## src/rtl/cpu_pkg.sv

```systemverilog
// Shared constants for the fetch/decode/execute controller: state encoding,
// instruction opcodes and the one-hot register/writeback selects.
package cpu_pkg;

  localparam int unsigned OP_W   = 5;
  localparam int unsigned NSEL_W = 3;
  localparam int unsigned VSEL_W = 4;

  typedef enum logic [4:0] {
    S_IDLE,
    S_FETCH,
    S_DECODE,
    S_WB_IMM,
    S_LDA,
    S_LDB_M,
    S_SHIFT,
    S_ALU,
    S_WB_C,
    S_FLAGS,
    S_ADDR,
    S_MEM_RD,
    S_ALAT,
    S_LDB_D,
    S_PASS,
    S_MEM_WR,
    S_HALT
  } state_e;

  // ir[15:11]: {opcode, op}
  localparam logic [OP_W-1:0] OP_MOVI = 5'b110_10;
  localparam logic [OP_W-1:0] OP_MOV  = 5'b110_00;
  localparam logic [OP_W-1:0] OP_ADD  = 5'b101_00;
  localparam logic [OP_W-1:0] OP_CMP  = 5'b101_01;
  localparam logic [OP_W-1:0] OP_AND  = 5'b101_10;
  localparam logic [OP_W-1:0] OP_MVN  = 5'b101_11;
  localparam logic [OP_W-1:0] OP_LDR  = 5'b011_00;
  localparam logic [OP_W-1:0] OP_STR  = 5'b100_00;
  localparam logic [2:0]      OPC_HALT = 3'b111;

  localparam logic [NSEL_W-1:0] NSEL_NONE = 3'b000;
  localparam logic [NSEL_W-1:0] NSEL_RN   = 3'b100;
  localparam logic [NSEL_W-1:0] NSEL_RD   = 3'b010;
  localparam logic [NSEL_W-1:0] NSEL_RM   = 3'b001;

  localparam logic [VSEL_W-1:0] VSEL_NONE  = 4'b0000;
  localparam logic [VSEL_W-1:0] VSEL_MDATA = 4'b1000;
  localparam logic [VSEL_W-1:0] VSEL_IMM   = 4'b0100;
  localparam logic [VSEL_W-1:0] VSEL_PC    = 4'b0010;
  localparam logic [VSEL_W-1:0] VSEL_C     = 4'b0001;

endpackage

```

## src/rtl/pc_reg.sv

```systemverilog
// Program counter: loads the start address or increments, wrapping at 2^ADDR_W.
module pc_reg #(
  parameter int unsigned ADDR_W   = 9,
  parameter int unsigned RESET_PC = 0
) (
  input  logic              clk,
  input  logic              reset,
  input  logic              load,
  input  logic              inc,
  output logic [ADDR_W-1:0] pc
);

  always_ff @(posedge clk or negedge reset) begin
    if (!reset) begin
      pc <= ADDR_W'(RESET_PC);
    end else if (load) begin
      pc <= ADDR_W'(RESET_PC);
    end else if (inc) begin
      pc <= pc + ADDR_W'(1);
    end
  end

endmodule

```

## src/rtl/cpu_controller.sv

```systemverilog
// Multi-cycle fetch/decode/execute controller with IR, PC, memory handshake
// and HALT. Controls are a Moore decode of the state register.
module cpu_controller
  import cpu_pkg::*;
#(
  parameter int unsigned ADDR_W   = 9,
  parameter int unsigned RESET_PC = 0
) (
  input  logic              clk,
  input  logic              reset,
  input  logic              run,
  input  logic [15:0]       mem_rdata,
  input  logic              mem_rdy,
  input  logic [15:0]       dp_out,
  output logic              mem_req,
  output logic              mem_we,
  output logic [ADDR_W-1:0] mem_addr,
  output logic [15:0]       ir,
  output logic [ADDR_W-1:0] pc,
  output logic [2:0]        nsel,
  output logic [3:0]        vsel,
  output logic              write,
  output logic              loada,
  output logic              loadb,
  output logic              loadc,
  output logic              loads,
  output logic              asel,
  output logic              bsel,
  output logic              w,
  output logic              halted,
  output logic              illegal
);

  state_e            state, state_nx;
  logic [ADDR_W-1:0] addr_q;
  logic [OP_W-1:0]   op;
  logic              pc_load, pc_inc, ir_load, addr_load, illegal_set;
  logic              dp_unused;

  assign op        = ir[15:11];
  assign dp_unused = ^dp_out;

  pc_reg #(.ADDR_W(ADDR_W), .RESET_PC(RESET_PC)) u_pc_reg (
    .clk   (clk),
    .reset (reset),
    .load  (pc_load),
    .inc   (pc_inc),
    .pc    (pc)
  );

  // State, instruction register, STR address latch, sticky illegal flag
  always_ff @(posedge clk or negedge reset) begin
    if (!reset) begin
      state   <= S_IDLE;
      ir      <= '0;
      addr_q  <= '0;
      illegal <= 1'b0;
    end else begin
      state <= state_nx;
      if (ir_load)     ir      <= mem_rdata;
      if (addr_load)   addr_q  <= dp_out[ADDR_W-1:0];
      if (illegal_set) illegal <= 1'b1;
    end
  end

  // Next state and per-state controls
  always_comb begin
    state_nx    = state;
    mem_req     = 1'b0;
    mem_we      = 1'b0;
    mem_addr    = '0;
    nsel        = NSEL_NONE;
    vsel        = VSEL_NONE;
    write       = 1'b0;
    loada       = 1'b0;
    loadb       = 1'b0;
    loadc       = 1'b0;
    loads       = 1'b0;
    asel        = 1'b0;
    bsel        = 1'b0;
    w           = 1'b0;
    halted      = 1'b0;
    pc_load     = 1'b0;
    pc_inc      = 1'b0;
    ir_load     = 1'b0;
    addr_load   = 1'b0;
    illegal_set = 1'b0;
    case (state)
      S_IDLE: begin
        w = 1'b1;
        if (run) begin
          pc_load  = 1'b1;
          state_nx = S_FETCH;
        end
      end
      S_FETCH: begin
        mem_req  = 1'b1;
        mem_addr = pc;
        if (mem_rdy) begin
          ir_load  = 1'b1;
          pc_inc   = 1'b1;
          state_nx = S_DECODE;
        end
      end
      S_DECODE: begin
        case (op)
          OP_MOVI:                                 state_nx = S_WB_IMM;
          OP_MOV, OP_MVN:                          state_nx = S_LDB_M;
          OP_ADD, OP_AND, OP_CMP, OP_LDR, OP_STR:  state_nx = S_LDA;
          default: begin
            state_nx    = S_HALT;
            illegal_set = (op[4:2] != OPC_HALT);
          end
        endcase
      end
      S_WB_IMM: begin
        nsel     = NSEL_RN;
        vsel     = VSEL_IMM;
        write    = 1'b1;
        state_nx = S_FETCH;
      end
      S_LDA: begin
        nsel     = NSEL_RN;
        loada    = 1'b1;
        state_nx = (op == OP_LDR || op == OP_STR) ? S_ADDR : S_LDB_M;
      end
      S_LDB_M: begin
        nsel  = NSEL_RM;
        loadb = 1'b1;
        if (op == OP_MOV)      state_nx = S_SHIFT;
        else if (op == OP_CMP) state_nx = S_FLAGS;
        else                   state_nx = S_ALU;
      end
      S_SHIFT: begin
        asel     = 1'b1;
        loadc    = 1'b1;
        state_nx = S_WB_C;
      end
      S_ALU: begin
        loadc    = 1'b1;
        state_nx = S_WB_C;
      end
      S_WB_C: begin
        nsel     = NSEL_RD;
        vsel     = VSEL_C;
        write    = 1'b1;
        state_nx = S_FETCH;
      end
      S_FLAGS: begin
        loads    = 1'b1;
        state_nx = S_FETCH;
      end
      S_ADDR: begin
        bsel     = 1'b1;
        loadc    = 1'b1;
        state_nx = (op == OP_LDR) ? S_MEM_RD : S_ALAT;
      end
      // Writeback select is held for the whole read; the write strobe follows ready
      S_MEM_RD: begin
        mem_req  = 1'b1;
        mem_addr = dp_out[ADDR_W-1:0];
        nsel     = NSEL_RD;
        vsel     = VSEL_MDATA;
        write    = mem_rdy;
        if (mem_rdy) state_nx = S_FETCH;
      end
      S_ALAT: begin
        addr_load = 1'b1;
        state_nx  = S_LDB_D;
      end
      S_LDB_D: begin
        nsel     = NSEL_RD;
        loadb    = 1'b1;
        state_nx = S_PASS;
      end
      S_PASS: begin
        asel     = 1'b1;
        loadc    = 1'b1;
        state_nx = S_MEM_WR;
      end
      S_MEM_WR: begin
        mem_req  = 1'b1;
        mem_we   = 1'b1;
        mem_addr = addr_q;
        if (mem_rdy) state_nx = S_FETCH;
      end
      S_HALT: begin
        halted = 1'b1;
      end
      default: state_nx = S_IDLE;
    endcase
  end

endmodule

```

## config.mk

```make
export PLATFORM = sky130hd
export DESIGN_NAME = cpu_controller
export DESIGN_NICKNAME = d
export VERILOG_FILES = /design/src/rtl/cpu_pkg.sv /design/src/rtl/pc_reg.sv /design/src/rtl/cpu_controller.sv
export SDC_FILE = /design/constraint.sdc
export NUM_CORES = 1
export LEC_CHECK = 0
export CELL_PAD_IN_SITES_DETAIL_PLACEMENT = 1
export CELL_PAD_IN_SITES_GLOBAL_PLACEMENT = 2
export CORE_UTILIZATION = 37
export DETAILED_ROUTE_END_ITERATION = 12
export DONT_BUFFER_PORTS = 1
export PLACE_DENSITY_LB_ADDON = 0.1
export SYNTH_ARGS = -nofsm -noshare
export SYNTH_HDL_FRONTEND = slang
export SYNTH_HIERARCHICAL = 1
export SYNTH_SLANG_ARGS = --single-unit
export TNS_END_PERCENT = 30
```

## constraint.sdc

```tcl
create_clock -name clk -period 2.6 [get_ports clk]
set_clock_uncertainty 0.05 [all_clocks]
set_input_delay 0.26 -clock clk [delete_from_list [all_inputs] [get_ports clk]]
set_output_delay 0.26 -clock clk [all_outputs]
set_load 0.02 [all_outputs]
```

==> flow_summary.toml <==
[logic_synthesis]
ys_warn_count = 6
synth_top_area_share = 0.418
synth_xor_area_frac = 0.0183
ys_ff_latch = 40
ys_types = 58
ys_top_cells_by_area = "dfrtp_1 42%, mux2_2 12%, nand2_1 4.7%, a22oi_1 3.5%, a21oi_1 2.9%"
synth_mux_area_frac = 0.122
synth_edf_count = 0
syn_nets = 281
ys.flop_type = "dfrtp_1"
synth_seq_area_share = 0.418
synth_compound_area_frac = 0.157
synthTopCellsByCount = "40 x dfrtp_1, 30 x nand2_1, 25 x mux2_2"
synth_area_per_cell_um2 = 9.81
synth_cells = 244
synthArstFlopShare = 1.00
synth_area_leader_cell = "dfrtp_1"
synth_top_family_by_area = "simple AND/OR/NAND/NOR gates"
synth.most_common_cell = "dfrtp_1"
yosys.area_share.simple = 0.201
syn_area_um2 = 2390
synth_fa_ha_area_frac = 0.00523

[worst_setup_path]
r2r_end = "u_pc_reg/pc[7]$_DFFE_PN0P_"
crit_type = "reg2out"
critical_path_arrival_ps = 1980
end_kind = "output pin"
reg2reg_from = "state[3]$_DFFE_PN0P_"
worstPathMaxFanout = 18
r2r_setup_slack_ps = 420
endpoint = "mem_addr[3]"
startpoint = "state[1]$_DFFE_PN0P_"
worstPathRequired_ps = 2290
start_kind = "flip-flop"
worst_r2r_path_depth = 7

[final_layout]
largest_register_ff_count = 16
final_area_um2 = 2620
utilization = 0.430
num_antenna_cells = 0
instances_no_fill = 328
final_nets = 289
drive_above_1_share = 0.257
area_growth_pct = 9.57

[cts]
cts_num_sinks = 40
clockBufferDepth = 2
path_clk_slew_ps = 80
cts_tree = "done"
cts.repair.resized = 0
cts_buffers = 5
h-tree-depth = 2
clock_latency_ps = 290
cts_root_buffer = "clkbuf_8"

[placed_design]
placed_cells = 318
place_area_um2 = 2470
pre_cts_slack_ps = 434
detailed_place_hpwl_um = 4590
gp_congestion = 0.804
port_buffers = 0

[hold_path]
hp-class = "in2reg"
worstHoldStart = "dp_out[3]"
hold_path_depth = 1

[global_route]
grt_use_total = 0.192
grt_max_degree = 41
grt_pass1_wl_um = 9690
antenna_found_initial = 0
grt_pass1_vias = 1952
grt_overflow = 0

[timing]
fmax_mhz = 436
hold_slack_ps = 61.5
post-route-period-util = 0.882
max_slew_margin = 0.581
setup_slack_ps = 307
maxSlewViolCount = 0
hold_viol_final = 0
worstMarginPinSlew_ps = 623
fin_crit_ps = 2290
setup_viol = 0
fin_tns_setup_ps = 0
rsz0062_at_grt = "false"

[routing]
wl_per_cell_um = 19.2
wirelength_um = 6290
vias_per_cell = 5.85
drt-initial-drc-count = 67
dr_total_vias = 1918
dr.pass1.iters = 4
drcViolationCount = 0
ant_nets = 0

[die]
dieHeight_um = 82.4
die_w_um = 82.4
core-area_um2 = 6100
initial_core_util = 0.393
io_pins = 89
rows = 28
die_area_um2 = 6790

[power_and_ir_drop]
p_per_area_nw_per_um2 = 1150
ir_drop_v = 0.000640
total_power_mw = 3.01
leakagePower_nw = 1.14

[run]
cap_viol_max_count = 0

[status]
status = "complete, no violations"
==> cell type report <==
type	count	area (um^2)
inverters	8	30.0
repair buffers	19	158
clock buffers	6	82.6
clock inverters	2	38.8
fillers	725	3470
well taps	75	93.8
multi-input cells	178	1220
flip-flops and latches	40	1000
==> placed cells by master, fill, tap and decap left out, types with 3 or more instances in the layout <==
cell type	Yosys	layout
nand4_1	3	3
nor3_1	9	7
a21oi_1	14	14
inv_1	7	7
a22oi_1	11	11
o21ai_0	7	7
o31ai_1	4	4
nor3_2	1	3
xor2_1	3	3
nand2_1	30	30
clkbuf_8	3	6
nor2_1	16	16
nand2b_1	6	6
mux2_2	25	25
dfrtp_1	40	40
buf_4	4	17
or4_1	3	3
==> worst min path at each step <==
stage | to | slack (ps)
3_3_place_gp | illegal$_DFFE_PN0P_ | -80
6_report | addr_q[3]$_DFFE_PN0N_ | 60
2_1_floorplan | addr_q[0]$_DFFE_PN0N_ | -90
3_5_place_dp | illegal$_DFFE_PN0P_ | -80
5_1_grt | ir[0]$_DFFE_PN0P_ | 50
4_1_cts | ir[3]$_DFFE_PN0P_ | 50
==> cell families after synthesis <==
family / count (synthesis)
AO/OA/AOI/OAI: 53
multiplexers: 26
AND/OR/NAND/NOR: 92
buffers and inverters: 26
flip-flops: 40
XOR/XNOR: 5
other: 1
adder cells (fa/ha/maj): 1
==> timing repair <==
item                      CTS  global route
hold endpoints to repair   40             0
buffers inserted            0             0
hold buffers                2             0
==> critical path: stages (launching register included) <==
cell and delay [ps]:
dfrtp_1 350, buf_4 220, clkinv_1 310, nor3_2 250
buf_4 240, a22oi_1 90, nand2_1 220
==> where the power goes <==
group,total [mW],internal [mW],switching [mW]
registers,1.24,0.828,0.413
logic,1.22,0.532,0.690
clock network,0.544,0.314,0.230
total,3.01,1.67,1.33
==> metal layers <==
metal | routed length [um] | global-route usage | part of all wire
met3 | 533 | 0.0505 | 0.085
met2 | 2950 | 0.309 | 0.47
met4 | 42 | 0.0526 | 0.0067
met1 | 2770 | 0.253 | 0.44
met5 | 0 | 0 | 0
(Power assumes the default switching activity.)
